### src/rtl/exu_br_seq_ctl_pkg.sv
// Shared types for the non-speculative branch sequencer: state encoding and
// statistics-select codes.
package swerv_types;

  typedef enum logic [1:0] {
    IDLE  = 2'd0,
    WAIT  = 2'd1,
    FLUSH = 2'd2
  } br_seq_state_t;

  localparam logic [1:0] BRS_RES   = 2'd0;
  localparam logic [1:0] BRS_FLUSH = 2'd1;
  localparam logic [1:0] BRS_STALL = 2'd2;
  localparam logic [1:0] BRS_TMO   = 2'd3;

endpackage

### src/rtl/exu_br_seq_ctl_if.sv
// Branch issue / ALU resolution / IFU flush bundle around exu_br_seq_ctl.
// master = decode+ALU side, slave = the sequencer.
interface exu_br_seq_ctl_if;
  logic        br_issue_i0;
  logic        br_issue_i1;
  logic        i0_valid_ff;
  logic        i0_pred_correct;
  logic        i0_flush_upper;
  logic [31:1] i0_flush_path;
  logic        i1_valid_ff;
  logic        i1_pred_correct;
  logic        i1_flush_upper;
  logic [31:1] i1_flush_path;
  logic        dec_br_stall;
  logic        exu_flush_upper;
  logic [31:1] exu_flush_path;

  modport master (
    output br_issue_i0, br_issue_i1,
    output i0_valid_ff, i0_pred_correct, i0_flush_upper, i0_flush_path,
    output i1_valid_ff, i1_pred_correct, i1_flush_upper, i1_flush_path,
    input  dec_br_stall, exu_flush_upper, exu_flush_path
  );

  modport slave (
    input  br_issue_i0, br_issue_i1,
    input  i0_valid_ff, i0_pred_correct, i0_flush_upper, i0_flush_path,
    input  i1_valid_ff, i1_pred_correct, i1_flush_upper, i1_flush_path,
    output dec_br_stall, exu_flush_upper, exu_flush_path
  );
endinterface

### src/rtl/exu_br_seq_ctl_stats.sv
// Saturating branch-resolution statistics bank with read mux; only built
// when RV_BR_SEQ_STATS_EN is defined.
module exu_br_seq_stats
  import swerv_types::*;
#(
  parameter int CNT_W = 32
) (
  input  logic             clk,
  input  logic             rst_l,
  input  logic             freeze,
  input  logic             stat_clr,
  input  logic [1:0]       inc_res,
  input  logic             inc_flush,
  input  logic             inc_stall,
  input  logic             inc_tmo,
  input  logic [1:0]       stat_sel,
  output logic [CNT_W-1:0] stat_rd
);

  logic [CNT_W-1:0] cnt_q [4];
  logic [CNT_W-1:0] cnt_d [4];

  function automatic logic [CNT_W-1:0] sat_add(input logic [CNT_W-1:0] a,
                                               input logic [1:0] inc);
    logic [CNT_W:0] sum;
    sum = {1'b0, a} + {{(CNT_W-1){1'b0}}, inc};
    if (sum[CNT_W]) begin
      return {CNT_W{1'b1}};
    end else begin
      return sum[CNT_W-1:0];
    end
  endfunction

  // counter register bank
  always_ff @(posedge clk or negedge rst_l) begin
    if (!rst_l) begin
      for (int i = 0; i < 4; i++) cnt_q[i] <= '0;
    end else begin
      for (int i = 0; i < 4; i++) cnt_q[i] <= cnt_d[i];
    end
  end

  // clear beats increment; freeze holds the bank
  always_comb begin
    for (int i = 0; i < 4; i++) cnt_d[i] = cnt_q[i];
    if (stat_clr) begin
      for (int i = 0; i < 4; i++) cnt_d[i] = '0;
    end else if (freeze) begin
      for (int i = 0; i < 4; i++) cnt_d[i] = cnt_q[i];
    end else begin
      cnt_d[BRS_RES]   = sat_add(cnt_q[BRS_RES],   inc_res);
      cnt_d[BRS_FLUSH] = sat_add(cnt_q[BRS_FLUSH], {1'b0, inc_flush});
      cnt_d[BRS_STALL] = sat_add(cnt_q[BRS_STALL], {1'b0, inc_stall});
      cnt_d[BRS_TMO]   = sat_add(cnt_q[BRS_TMO],   {1'b0, inc_tmo});
    end
  end

  // read mux
  always_comb begin
    case (stat_sel)
      BRS_RES:   stat_rd = cnt_q[BRS_RES];
      BRS_FLUSH: stat_rd = cnt_q[BRS_FLUSH];
      BRS_STALL: stat_rd = cnt_q[BRS_STALL];
      BRS_TMO:   stat_rd = cnt_q[BRS_TMO];
      default:   stat_rd = '0;
    endcase
  end

endmodule

### src/rtl/exu_br_seq_ctl.sv
// Non-speculative branch sequencer: stalls decode until i0/i1 resolve, picks the
// oldest redirect and drives one registered IFU flush. Stats gated by RV_BR_SEQ_STATS_EN.
module exu_br_seq_ctl
  import swerv_types::*;
#(
  parameter int TMO_W   = 6,
  parameter int TMO_MAX = 48,
  parameter int CNT_W   = 32
) (
  input  logic                 clk,
  input  logic                 rst_l,
  input  logic                 scan_mode,
  input  logic                 freeze,
  input  logic                 flush,
  exu_br_seq_ctl_if.slave      bus,
  output logic [1:0]           seq_state,
  output logic                 timeout_err,
  input  logic [1:0]           stat_sel,
  input  logic                 stat_clr,
  output logic [CNT_W-1:0]     stat_rd
);

  localparam logic [TMO_W-1:0] TMO_LAST = TMO_W'(TMO_MAX - 1);

  br_seq_state_t    state_q, state_d;
  logic [1:0]       pend_q, pend_d;
  logic [TMO_W-1:0] tmo_cnt_q, tmo_cnt_d;
  logic             flush_up_q, flush_up_d;
  logic [31:1]      flush_path_q, flush_path_d;
  logic             tmo_err_q, tmo_err_d;

  logic       issue_ev_s;
  logic       res0_s, res1_s;
  logic       fl0_s, fl1_s;
  logic [1:0] pend_nxt_s;
  logic       active_s;
  logic [1:0] inc_res_s;
  logic       inc_flush_s, inc_tmo_s, inc_stall_s;

  assign issue_ev_s = (bus.br_issue_i0 | bus.br_issue_i1) & ~flush & ~freeze;
  assign active_s   = (state_q == WAIT) & ~flush & ~freeze;
  assign res0_s     = active_s & bus.i0_valid_ff & pend_q[0] &
                      (bus.i0_pred_correct | bus.i0_flush_upper);
  assign res1_s     = active_s & bus.i1_valid_ff & pend_q[1] &
                      (bus.i1_pred_correct | bus.i1_flush_upper);
  assign fl0_s      = res0_s & bus.i0_flush_upper;
  assign fl1_s      = res1_s & bus.i1_flush_upper;
  assign pend_nxt_s = pend_q & ~{res1_s, res0_s};

  // state and output registers
  always_ff @(posedge clk or negedge rst_l) begin
    if (!rst_l) begin
      state_q      <= IDLE;
      pend_q       <= 2'b00;
      tmo_cnt_q    <= '0;
      flush_up_q   <= 1'b0;
      flush_path_q <= 31'd0;
      tmo_err_q    <= 1'b0;
    end else begin
      state_q      <= state_d;
      pend_q       <= pend_d;
      tmo_cnt_q    <= tmo_cnt_d;
      flush_up_q   <= flush_up_d;
      flush_path_q <= flush_path_d;
      tmo_err_q    <= tmo_err_d;
    end
  end

  // next-state: commit flush beats freeze, freeze beats sequencing
  always_comb begin
    state_d      = state_q;
    pend_d       = pend_q;
    tmo_cnt_d    = tmo_cnt_q;
    flush_up_d   = flush_up_q;
    flush_path_d = flush_path_q;
    tmo_err_d    = tmo_err_q;
    inc_flush_s  = 1'b0;
    inc_tmo_s    = 1'b0;
    if (flush) begin
      state_d    = IDLE;
      pend_d     = 2'b00;
      flush_up_d = 1'b0;
    end else if (freeze) begin
      state_d    = state_q;
    end else begin
      case (state_q)
        IDLE: begin
          if (issue_ev_s) begin
            pend_d    = {bus.br_issue_i1, bus.br_issue_i0};
            tmo_cnt_d = '0;
            state_d   = WAIT;
          end else begin
            state_d   = IDLE;
          end
        end
        WAIT: begin
          if (fl0_s | fl1_s) begin
            // an i0 redirect also kills the younger i1 branch
            state_d      = FLUSH;
            flush_path_d = fl0_s ? bus.i0_flush_path : bus.i1_flush_path;
            pend_d       = fl0_s ? 2'b00 : pend_nxt_s;
            inc_flush_s  = 1'b1;
          end else if (pend_nxt_s == 2'b00) begin
            state_d = IDLE;
            pend_d  = 2'b00;
          end else if (tmo_cnt_q == TMO_LAST) begin
            state_d   = IDLE;
            pend_d    = 2'b00;
            tmo_err_d = 1'b1;
            inc_tmo_s = 1'b1;
          end else begin
            pend_d    = pend_nxt_s;
            tmo_cnt_d = tmo_cnt_q + {{(TMO_W-1){1'b0}}, 1'b1};
          end
        end
        FLUSH: begin
          state_d = IDLE;
        end
        default: begin
          state_d = IDLE;
          pend_d  = 2'b00;
        end
      endcase
      flush_up_d = (state_d == FLUSH);
    end
  end

  assign bus.dec_br_stall    = (state_q != IDLE) | issue_ev_s;
  assign bus.exu_flush_upper = flush_up_q;
  assign bus.exu_flush_path  = flush_path_q;
  assign seq_state           = state_q;
  assign timeout_err         = tmo_err_q;

  assign inc_res_s   = {1'b0, res0_s} + {1'b0, res1_s};
  assign inc_stall_s = bus.dec_br_stall & ~freeze;

`ifdef RV_BR_SEQ_STATS_EN
  exu_br_seq_stats #(.CNT_W(CNT_W)) u_stats (
    .clk       (clk),
    .rst_l     (rst_l),
    .freeze    (freeze),
    .stat_clr  (stat_clr),
    .inc_res   (inc_res_s),
    .inc_flush (inc_flush_s),
    .inc_stall (inc_stall_s),
    .inc_tmo   (inc_tmo_s),
    .stat_sel  (stat_sel),
    .stat_rd   (stat_rd)
  );
  logic unused_ok;
  assign unused_ok = scan_mode;
`else
  assign stat_rd = '0;
  logic unused_ok;
  assign unused_ok = ^{scan_mode, stat_sel, stat_clr, inc_res_s,
                       inc_flush_s, inc_stall_s, inc_tmo_s};
`endif

endmodule

### src/flat_wrapper.sv
// flat-port wrapper written by rule: the top's interface ports become plain ports
module exu_br_seq_ctl_flat import swerv_types::*;
#(
  parameter int TMO_W   = 6,
  parameter int TMO_MAX = 48,
  parameter int CNT_W   = 32
)
  (clk, rst_l, scan_mode, freeze, flush, seq_state, timeout_err, stat_sel, stat_clr, stat_rd, bus_br_issue_i0, bus_br_issue_i1, bus_i0_valid_ff, bus_i0_pred_correct, bus_i0_flush_upper, bus_i0_flush_path, bus_i1_valid_ff, bus_i1_pred_correct, bus_i1_flush_upper, bus_i1_flush_path, bus_dec_br_stall, bus_exu_flush_upper, bus_exu_flush_path);
  exu_br_seq_ctl_if bus_i ();
  input  logic clk;
  input  logic rst_l;
  input  logic scan_mode;
  input  logic freeze;
  input  logic flush;
  output logic [1:0] seq_state;
  output logic timeout_err;
  input  logic [1:0] stat_sel;
  input  logic stat_clr;
  output logic [CNT_W-1:0] stat_rd;
  input wire logic [$bits(bus_i.br_issue_i0)-1:0] bus_br_issue_i0;
  input wire logic [$bits(bus_i.br_issue_i1)-1:0] bus_br_issue_i1;
  input wire logic [$bits(bus_i.i0_valid_ff)-1:0] bus_i0_valid_ff;
  input wire logic [$bits(bus_i.i0_pred_correct)-1:0] bus_i0_pred_correct;
  input wire logic [$bits(bus_i.i0_flush_upper)-1:0] bus_i0_flush_upper;
  input wire logic [$bits(bus_i.i0_flush_path)-1:0] bus_i0_flush_path;
  input wire logic [$bits(bus_i.i1_valid_ff)-1:0] bus_i1_valid_ff;
  input wire logic [$bits(bus_i.i1_pred_correct)-1:0] bus_i1_pred_correct;
  input wire logic [$bits(bus_i.i1_flush_upper)-1:0] bus_i1_flush_upper;
  input wire logic [$bits(bus_i.i1_flush_path)-1:0] bus_i1_flush_path;
  output wire logic [$bits(bus_i.dec_br_stall)-1:0] bus_dec_br_stall;
  output wire logic [$bits(bus_i.exu_flush_upper)-1:0] bus_exu_flush_upper;
  output wire logic [$bits(bus_i.exu_flush_path)-1:0] bus_exu_flush_path;
  assign bus_i.br_issue_i0 = bus_br_issue_i0;
  assign bus_i.br_issue_i1 = bus_br_issue_i1;
  assign bus_i.i0_valid_ff = bus_i0_valid_ff;
  assign bus_i.i0_pred_correct = bus_i0_pred_correct;
  assign bus_i.i0_flush_upper = bus_i0_flush_upper;
  assign bus_i.i0_flush_path = bus_i0_flush_path;
  assign bus_i.i1_valid_ff = bus_i1_valid_ff;
  assign bus_i.i1_pred_correct = bus_i1_pred_correct;
  assign bus_i.i1_flush_upper = bus_i1_flush_upper;
  assign bus_i.i1_flush_path = bus_i1_flush_path;
  assign bus_dec_br_stall = bus_i.dec_br_stall;
  assign bus_exu_flush_upper = bus_i.exu_flush_upper;
  assign bus_exu_flush_path = bus_i.exu_flush_path;
  exu_br_seq_ctl #(.TMO_W(TMO_W), .TMO_MAX(TMO_MAX), .CNT_W(CNT_W)) u_core (.clk(clk), .rst_l(rst_l), .scan_mode(scan_mode), .freeze(freeze), .flush(flush), .bus(bus_i), .seq_state(seq_state), .timeout_err(timeout_err), .stat_sel(stat_sel), .stat_clr(stat_clr), .stat_rd(stat_rd));
endmodule
### config.mk
export PLATFORM = sky130hd
export DESIGN_NAME = exu_br_seq_ctl_flat
export DESIGN_NICKNAME = d
export VERILOG_FILES = /design/src/rtl/exu_br_seq_ctl_pkg.sv /design/src/rtl/exu_br_seq_ctl_if.sv /design/src/rtl/exu_br_seq_ctl_stats.sv /design/src/rtl/exu_br_seq_ctl.sv /design/src/flat_wrapper.sv
export SDC_FILE = /design/constraint.sdc
export NUM_CORES = 1
export LEC_CHECK = 0
export ABC_AREA = 1
export BUFFER_PORTS_ARGS = -buffer_cell sky130_fd_sc_hd__buf_2
export CORE_ASPECT_RATIO = 0.6
export CORE_MARGIN = 3
export CORE_UTILIZATION = 48
export DETAILED_ROUTE_END_ITERATION = 6
export PLACE_DENSITY = 0.86
export SLEW_MARGIN = 20
export SYNTH_ARGS = -nofsm -noshare
export SYNTH_HDL_FRONTEND = slang
export SYNTH_SLANG_ARGS = --single-unit
### constraint.sdc
create_clock -name clk -period 4.25 [get_ports clk]
set_input_delay 0.6375 -clock clk [delete_from_list [all_inputs] [get_ports clk]]
set_output_delay 0.6375 -clock clk [all_outputs]
set_load 0.05 [all_outputs]
# Word-level counts from Yosys, hierarchy flattened

Index checks and enable logic that the tools add are counted.

Add/subtract/negate cells: 1
Equality and inequality tests: 11
Multiplexer cells: 25
Bitwise gates (word level): 23
Reduce and logical (&&, ||, !) cells: 8

Operator list:

| kind                                                | number |
|---|---|
| two-way mux 31 bit                                  | 1 |
| two-way mux 2 bit                                   | 14 |
| two-way mux 6 bit                                   | 4 |
| AND 1 bit                                           | 12 |
| case mux 6 bit (2 select lines)                     | 1 |
| != test 2 bit, second input constant                | 4 |
| AND reduction 7 bit                                 | 1 |
| adder 6 x 1 -> 6 bit, second input constant         | 1 |
| equality test 6 bit, second input constant          | 1 |
| case mux 2 bit (3 select lines)                     | 1 |
| AND reduction 6 bit                                 | 1 |
| bitwise OR 1 bit                                    | 5 |
| equality test 2 bit, second input constant          | 2 |
| zero test 2 bit                                     | 2 |
| != test 2 x 1 -> 1 bit, second input constant       | 2 |
| NOT 1 bit                                           | 4 |
| case mux 2 bit (2 select lines)                     | 1 |
| AND reduction 4 bit                                 | 1 |
| nonzero test 2 bit                                  | 2 |
| two-way mux 1 bit                                   | 3 |
| != test 3 x 2 -> 1 bit, second input constant       | 1 |
| AND reduction 3 bit                                 | 1 |
| AND 2 bit                                           | 1 |
| equality test 2 x 1 -> 1 bit, second input constant | 1 |
| NOT 2 bit                                           | 1 |

Register bits after elaboration: 43
Input bits: 78
Output and inout port bits: 68

# Depth between registers and ports, before layout

Word-level depth: 17
Gate-level depth with buffers: 10
Depth with buffers taken out: 10

# Least setup slack after synthesis

OpenSTA, ideal clock, no wires.

Path kind: reg2reg
Start point: register u_core.state_q[0], in the netlist u_core.seq_state[0]
End point: register u_core.tmo_cnt_q[0]
Setup time: 0.117 ns
Data arrival time: 1.941 ns
Data required time: 4.133 ns
Setup slack: 2.192 ns
Cell stages (with the launch flop): 8
Clock period less this slack: 2.058 ns
Cell sequence: dfrtp_1 nor2_1 nand2_1 nand2_1 nor2_1 nand3_2 nand2_1 nand2_1

Longest elaborated chain between the ends: 11
Elaborated cells on any way between the ends: 23

Ends and longest elaborated chain:

| element                                   | line                                       | RTL |
|---|---|---|
| from (decl)                               | exu_br_seq_ctl.sv:25                       | `br_seq_state_t state_q, state_d;` |
| from (signal assigned)                    | exu_br_seq_ctl.sv:60                       | `state_q <= state_d;` |
| equality test 2 x 1 -> 1 bit              | exu_br_seq_ctl.sv:41, exu_br_seq_ctl.sv:86 |  |
| AND 1 bit (2 in a row)                    | exu_br_seq_ctl.sv:41                       | `assign active_s = (state_q == WAIT) & ~flush & ~freeze;` |
| AND 1 bit (on tied branches) (3 in a row) | exu_br_seq_ctl.sv:42, exu_br_seq_ctl.sv:44 |  |
| NOT 2 bit                                 | exu_br_seq_ctl.sv:48                       | `assign pend_nxt_s = pend_q & ~{res1_s, res0_s};` |
| AND 2 bit                                 | exu_br_seq_ctl.sv:48                       |  |
| zero test 2 bit                           | exu_br_seq_ctl.sv:103                      | `end else if (pend_nxt_s == 2'b00) begin` |
| != test 2 bit (no line)                   | -                                          |  |
| AND reduction 7 bit (no line)             | -                                          |  |
| to (signal assigned)                      | exu_br_seq_ctl.sv:62                       | `tmo_cnt_q <= tmo_cnt_d;` |
| to (decl)                                 | exu_br_seq_ctl.sv:27                       | `logic [TMO_W-1:0] tmo_cnt_q, tmo_cnt_d;` |

Several ways; a longest one is shown, not always the timed one.
A chain may end at the register's enable or synchronous reset.

# Final worst setup path

Start point: register u_core.state_q[1], in the netlist u_core.seq_state[1]
End point: register u_core.tmo_cnt_q[0]

Same word-level chain as after synthesis.

==> key figures <==
Clock tree
  – Clock Latency Late Sink: between 0.2 and 0.3 ns
  – CTS root buffer: clkbuf_8
  – CTS Hold Bufs: 0
  – Postcts setup bufs: 0
  – Sink Count: 43
  – Post-CTS sizing: 0
  – Clock tree from TritonCTS: yes
  – CTS Buffer Depth: 2
  – H-tree Lvls: 2
  – CTS Buf Count: 5
  – Clock transition at path regs: around 0.080 ns

Drt
  – Drt drc: 0
  – Vias per cell: slightly above 5
  – DRT iter0 DRCs: 126
  – Vias: ~2,500
  – WL/cell: approximately 14 µm
  – DR pass1 iterations: 4
  – Drt total wl: 6.66 mm
  – Antenna viol nets, final: 0

Floorplanning
  – Die Wd: roughly 100 µm
  – Die Y: ~62 µm
  – Row Count: 19
  – Core area: 4830 µm²
  – Die area: around 6200 µm²
  – Initial Util: about 53%
  – Ports: 146

Pwr
  – Power Dens Cells: 348 nW/µm²
  – Peak VDD IR: between 0.00015 and 0.0002 V
  – LEAKAGE: approximately 1.7 nW

Worst setup path
  – Crit end category: register
  – Critical path type: register to register
  – CP max stage delay: ~0.62 ns
  – Type of origin of the critical path: register
  – Slowest CP cell: nand2_4
  – Levels on crit path: 9
  – Buf/Inv on CP: 2
  – CP top delay family: simple AND/OR/NAND/NOR gates
  – Reg2Reg Depth: 9
  – Critical path origin: u_core.seq_state[1]
  – CP Cell Sequence: inv_2 > nand2_4 > nor2_8 > nand3_4 > nand2_4 > inv_2 > nand3_2 > nand2_1 > nand2_1
  – CP Max Fanout: 63
  – WP data required: between 4 and 5 ns
  – Worst Path Arrival: roughly 3 ns
  – Worst reg2reg path startpoint: u_core.seq_state[1]

Finish
  – Antenna Diode Count: 0
  – Fillers: between 400 and 500
  – Fin nets: slightly below 500
  – Non-Filler Instances: 481
  – Area grow syn2layout: 21.8%
  – Layout cells sized above 1: 30.9%

Worst hold path
  – Min-Delay Path Class: input port to async pin

Global routing
  – GRT met2 Usage: approximately a third
  – GRT Total Usage: between 20% and 30%
  – First-pass GRT wire length: between 10 and 15 mm
  – Top Usage Layer GRT: met2
  – Largest net degree at the start of global routing: 64
  – Met1 Track Usage GR: approximately 29%
  – Global route overflow: 0
  – Vias in the first global route: around 2,200
  – Met3 usage: 4.92%
  – Initial antenna violation count: 0

Yosys
  – Synthesized area: approximately 2500 µm²
  – Synth unique cells: 26
  – Synth Instances: between 300 and 400
  – #FFs+latches synth: 43
  – Ys Warns: 0
  – Sequential cell area fraction in the yosys report: 42.4%
  – Synthesized area per cell: 7.96 µm²

STA
  – TNS Setup: 0 ns
  – Relative slew slack: 38.5%
  – Final Hold Viols: 0
  – # setup viols final: 0
  – Slew Limit Fails: 0
  – Minimum clock period: around 2.9 ns
  – Ratio of final minimum period to clock period: between 60% and 70%
  – Max Clk Rate: between 300 and 400 MHz
  – Layout Skew: ~0.0024 ns
  – Worst-Margin Slew: a little over 0.9 ns
  – RSZ-0062 raised after global routing: false

Run status
  – Status: finished, final reports clean

Place
  – GPL Wtd Cong: 0.853
  – Post-DP HPWL: 4.76 mm
  – Input/output buffers: between 100 and 150
  – Placed cells: 473

Flow run
  – Maxcap violations: 0
-- area by class of cell --
class	instances	area, µm²	share of cell area, %
multi-input combinational	247	1210	39.2
sequential	43	1080	34.8
inverter	9	33.8	1.09
clock buffer	6	72.6	2.35
clock inverter	2	60.1	1.94
tap	63	78.8	2.55
timing repair buffer	111	561	18.1
-- stage by stage --
stage               hold slack [ns]  util, %  setup WS [ns]  total power, mW  instance area, µm²
floorplan                     0.342        -           2.19            0.658                2660
global placement              0.488     61.3           1.11            0.707                2960
detailed placement            0.493     61.3           1.09            0.711                2960
CTS                           0.514     64.1           1.39             1.08                3090
global route                  0.553     64.1           1.13             1.12                3090
finish                        0.477     64.1           1.39             1.07                3090
-- flip-flops by register name (all words and copies together) (netlist names) --
| register | count |
|---|---|
| u_core.bus.exu_flush_path | 31 |
| u_core.bus.exu_flush_upper | 1 |
| u_core.pend_q | 2 |
| u_core.seq_state | 2 |
| u_core.timeout_err | 1 |
| u_core.tmo_cnt_q | 6 |
-- cell usage in the layout, fill, tap and decap left out, drive strengths merged --
| cell type | Yosys | layout |
|---|---|---|
| buf | 45 | 111 |
| nand2 | 74 | 74 |
| inv | 9 | 9 |
| nand4 | 38 | 38 |
| clkbuf | 6 | 6 |
| conb | 1 | 32 |
| o21bai | 2 | 2 |
| a31oi | 31 | 31 |
| nand3 | 8 | 8 |
| xor2 | 2 | 2 |
| bufinv | 0 | 2 |
| dfrtp | 43 | 43 |
| xnor2 | 1 | 1 |
| nor3 | 1 | 1 |
| nor2 | 53 | 53 |
| ha | 1 | 1 |
| o21ai | 4 | 4 |
-- cells by family (layout without fill, tap and decap cells) --
kind of cell    after synthesis  count (layout)  share of synthesized area (%)
compound gates               37              37                           9.02
buf+inv                      60             128                           14.5
simple gates                174             174                           32.4
xor+xnor                      3               3                           1.04
other cells                   1              32                          0.148
flops                        43              43                           42.4
fa+ha+maj                     1               1                          0.493
-- routing by layer --
layer / part of all wire (%) / up-vias
met5: 0 / -
met4: 0.96 / 0
met3: 10 / 8
met2: 43 / 116
met1: 46 / 1111
li1: - / 1222
-- power breakdown --
part / switching [mW] / leakage, nW / internal (mW) / total, mW
registers: 0.0128 / 0.595 / 0.430 / 0.443
logic: 0.202 / 1.07 / 0.0594 / 0.261
clock network: 0.136 / 0.0654 / 0.235 / 0.371
total: 0.351 / 1.73 / 0.724 / 1.07
-- Yosys cell counts --
cell type	number	area (µm²)
nand2_1	71	267
nor2_1	51	191
dfrtp_1	43	1080
nand4_1	38	238
buf_4	36	270
a31oi_1	31	194
inv_1	7	26.3
buf_2	6	30.0
clkbuf_1	6	22.5
nand3_1	4	20.0
buf_1	3	11.3
nand3_2	3	30.0
o21ai_1	3	15.0
inv_2	2	7.51
nand2_4	2	22.5
o21bai_1	2	15.0
xor2_1	2	17.5
conb_1	1	3.75
ha_1	1	12.5
nand2_2	1	6.26
nand3_4	1	17.5
nor2_2	1	6.26
nor2_8	1	20.0
nor3_1	1	5.00
o21ai_0	1	5.00
xnor2_1	1	8.76
-- final timing paths --
path,slack [ns],endpoint
hold reg to reg,0.52,u_core.tmo_cnt_q[1]
hold / removal,0.48,u_core.bus.exu_flush_path[20]
setup / recovery,1.39,u_core.tmo_cnt_q[0]
setup reg to reg,1.39,u_core.tmo_cnt_q[0]
max in group asynchronous,3.20,u_core.bus.exu_flush_path[9]
min in group clk,0.52,u_core.tmo_cnt_q[1]
(Power assumes the default switching activity.)
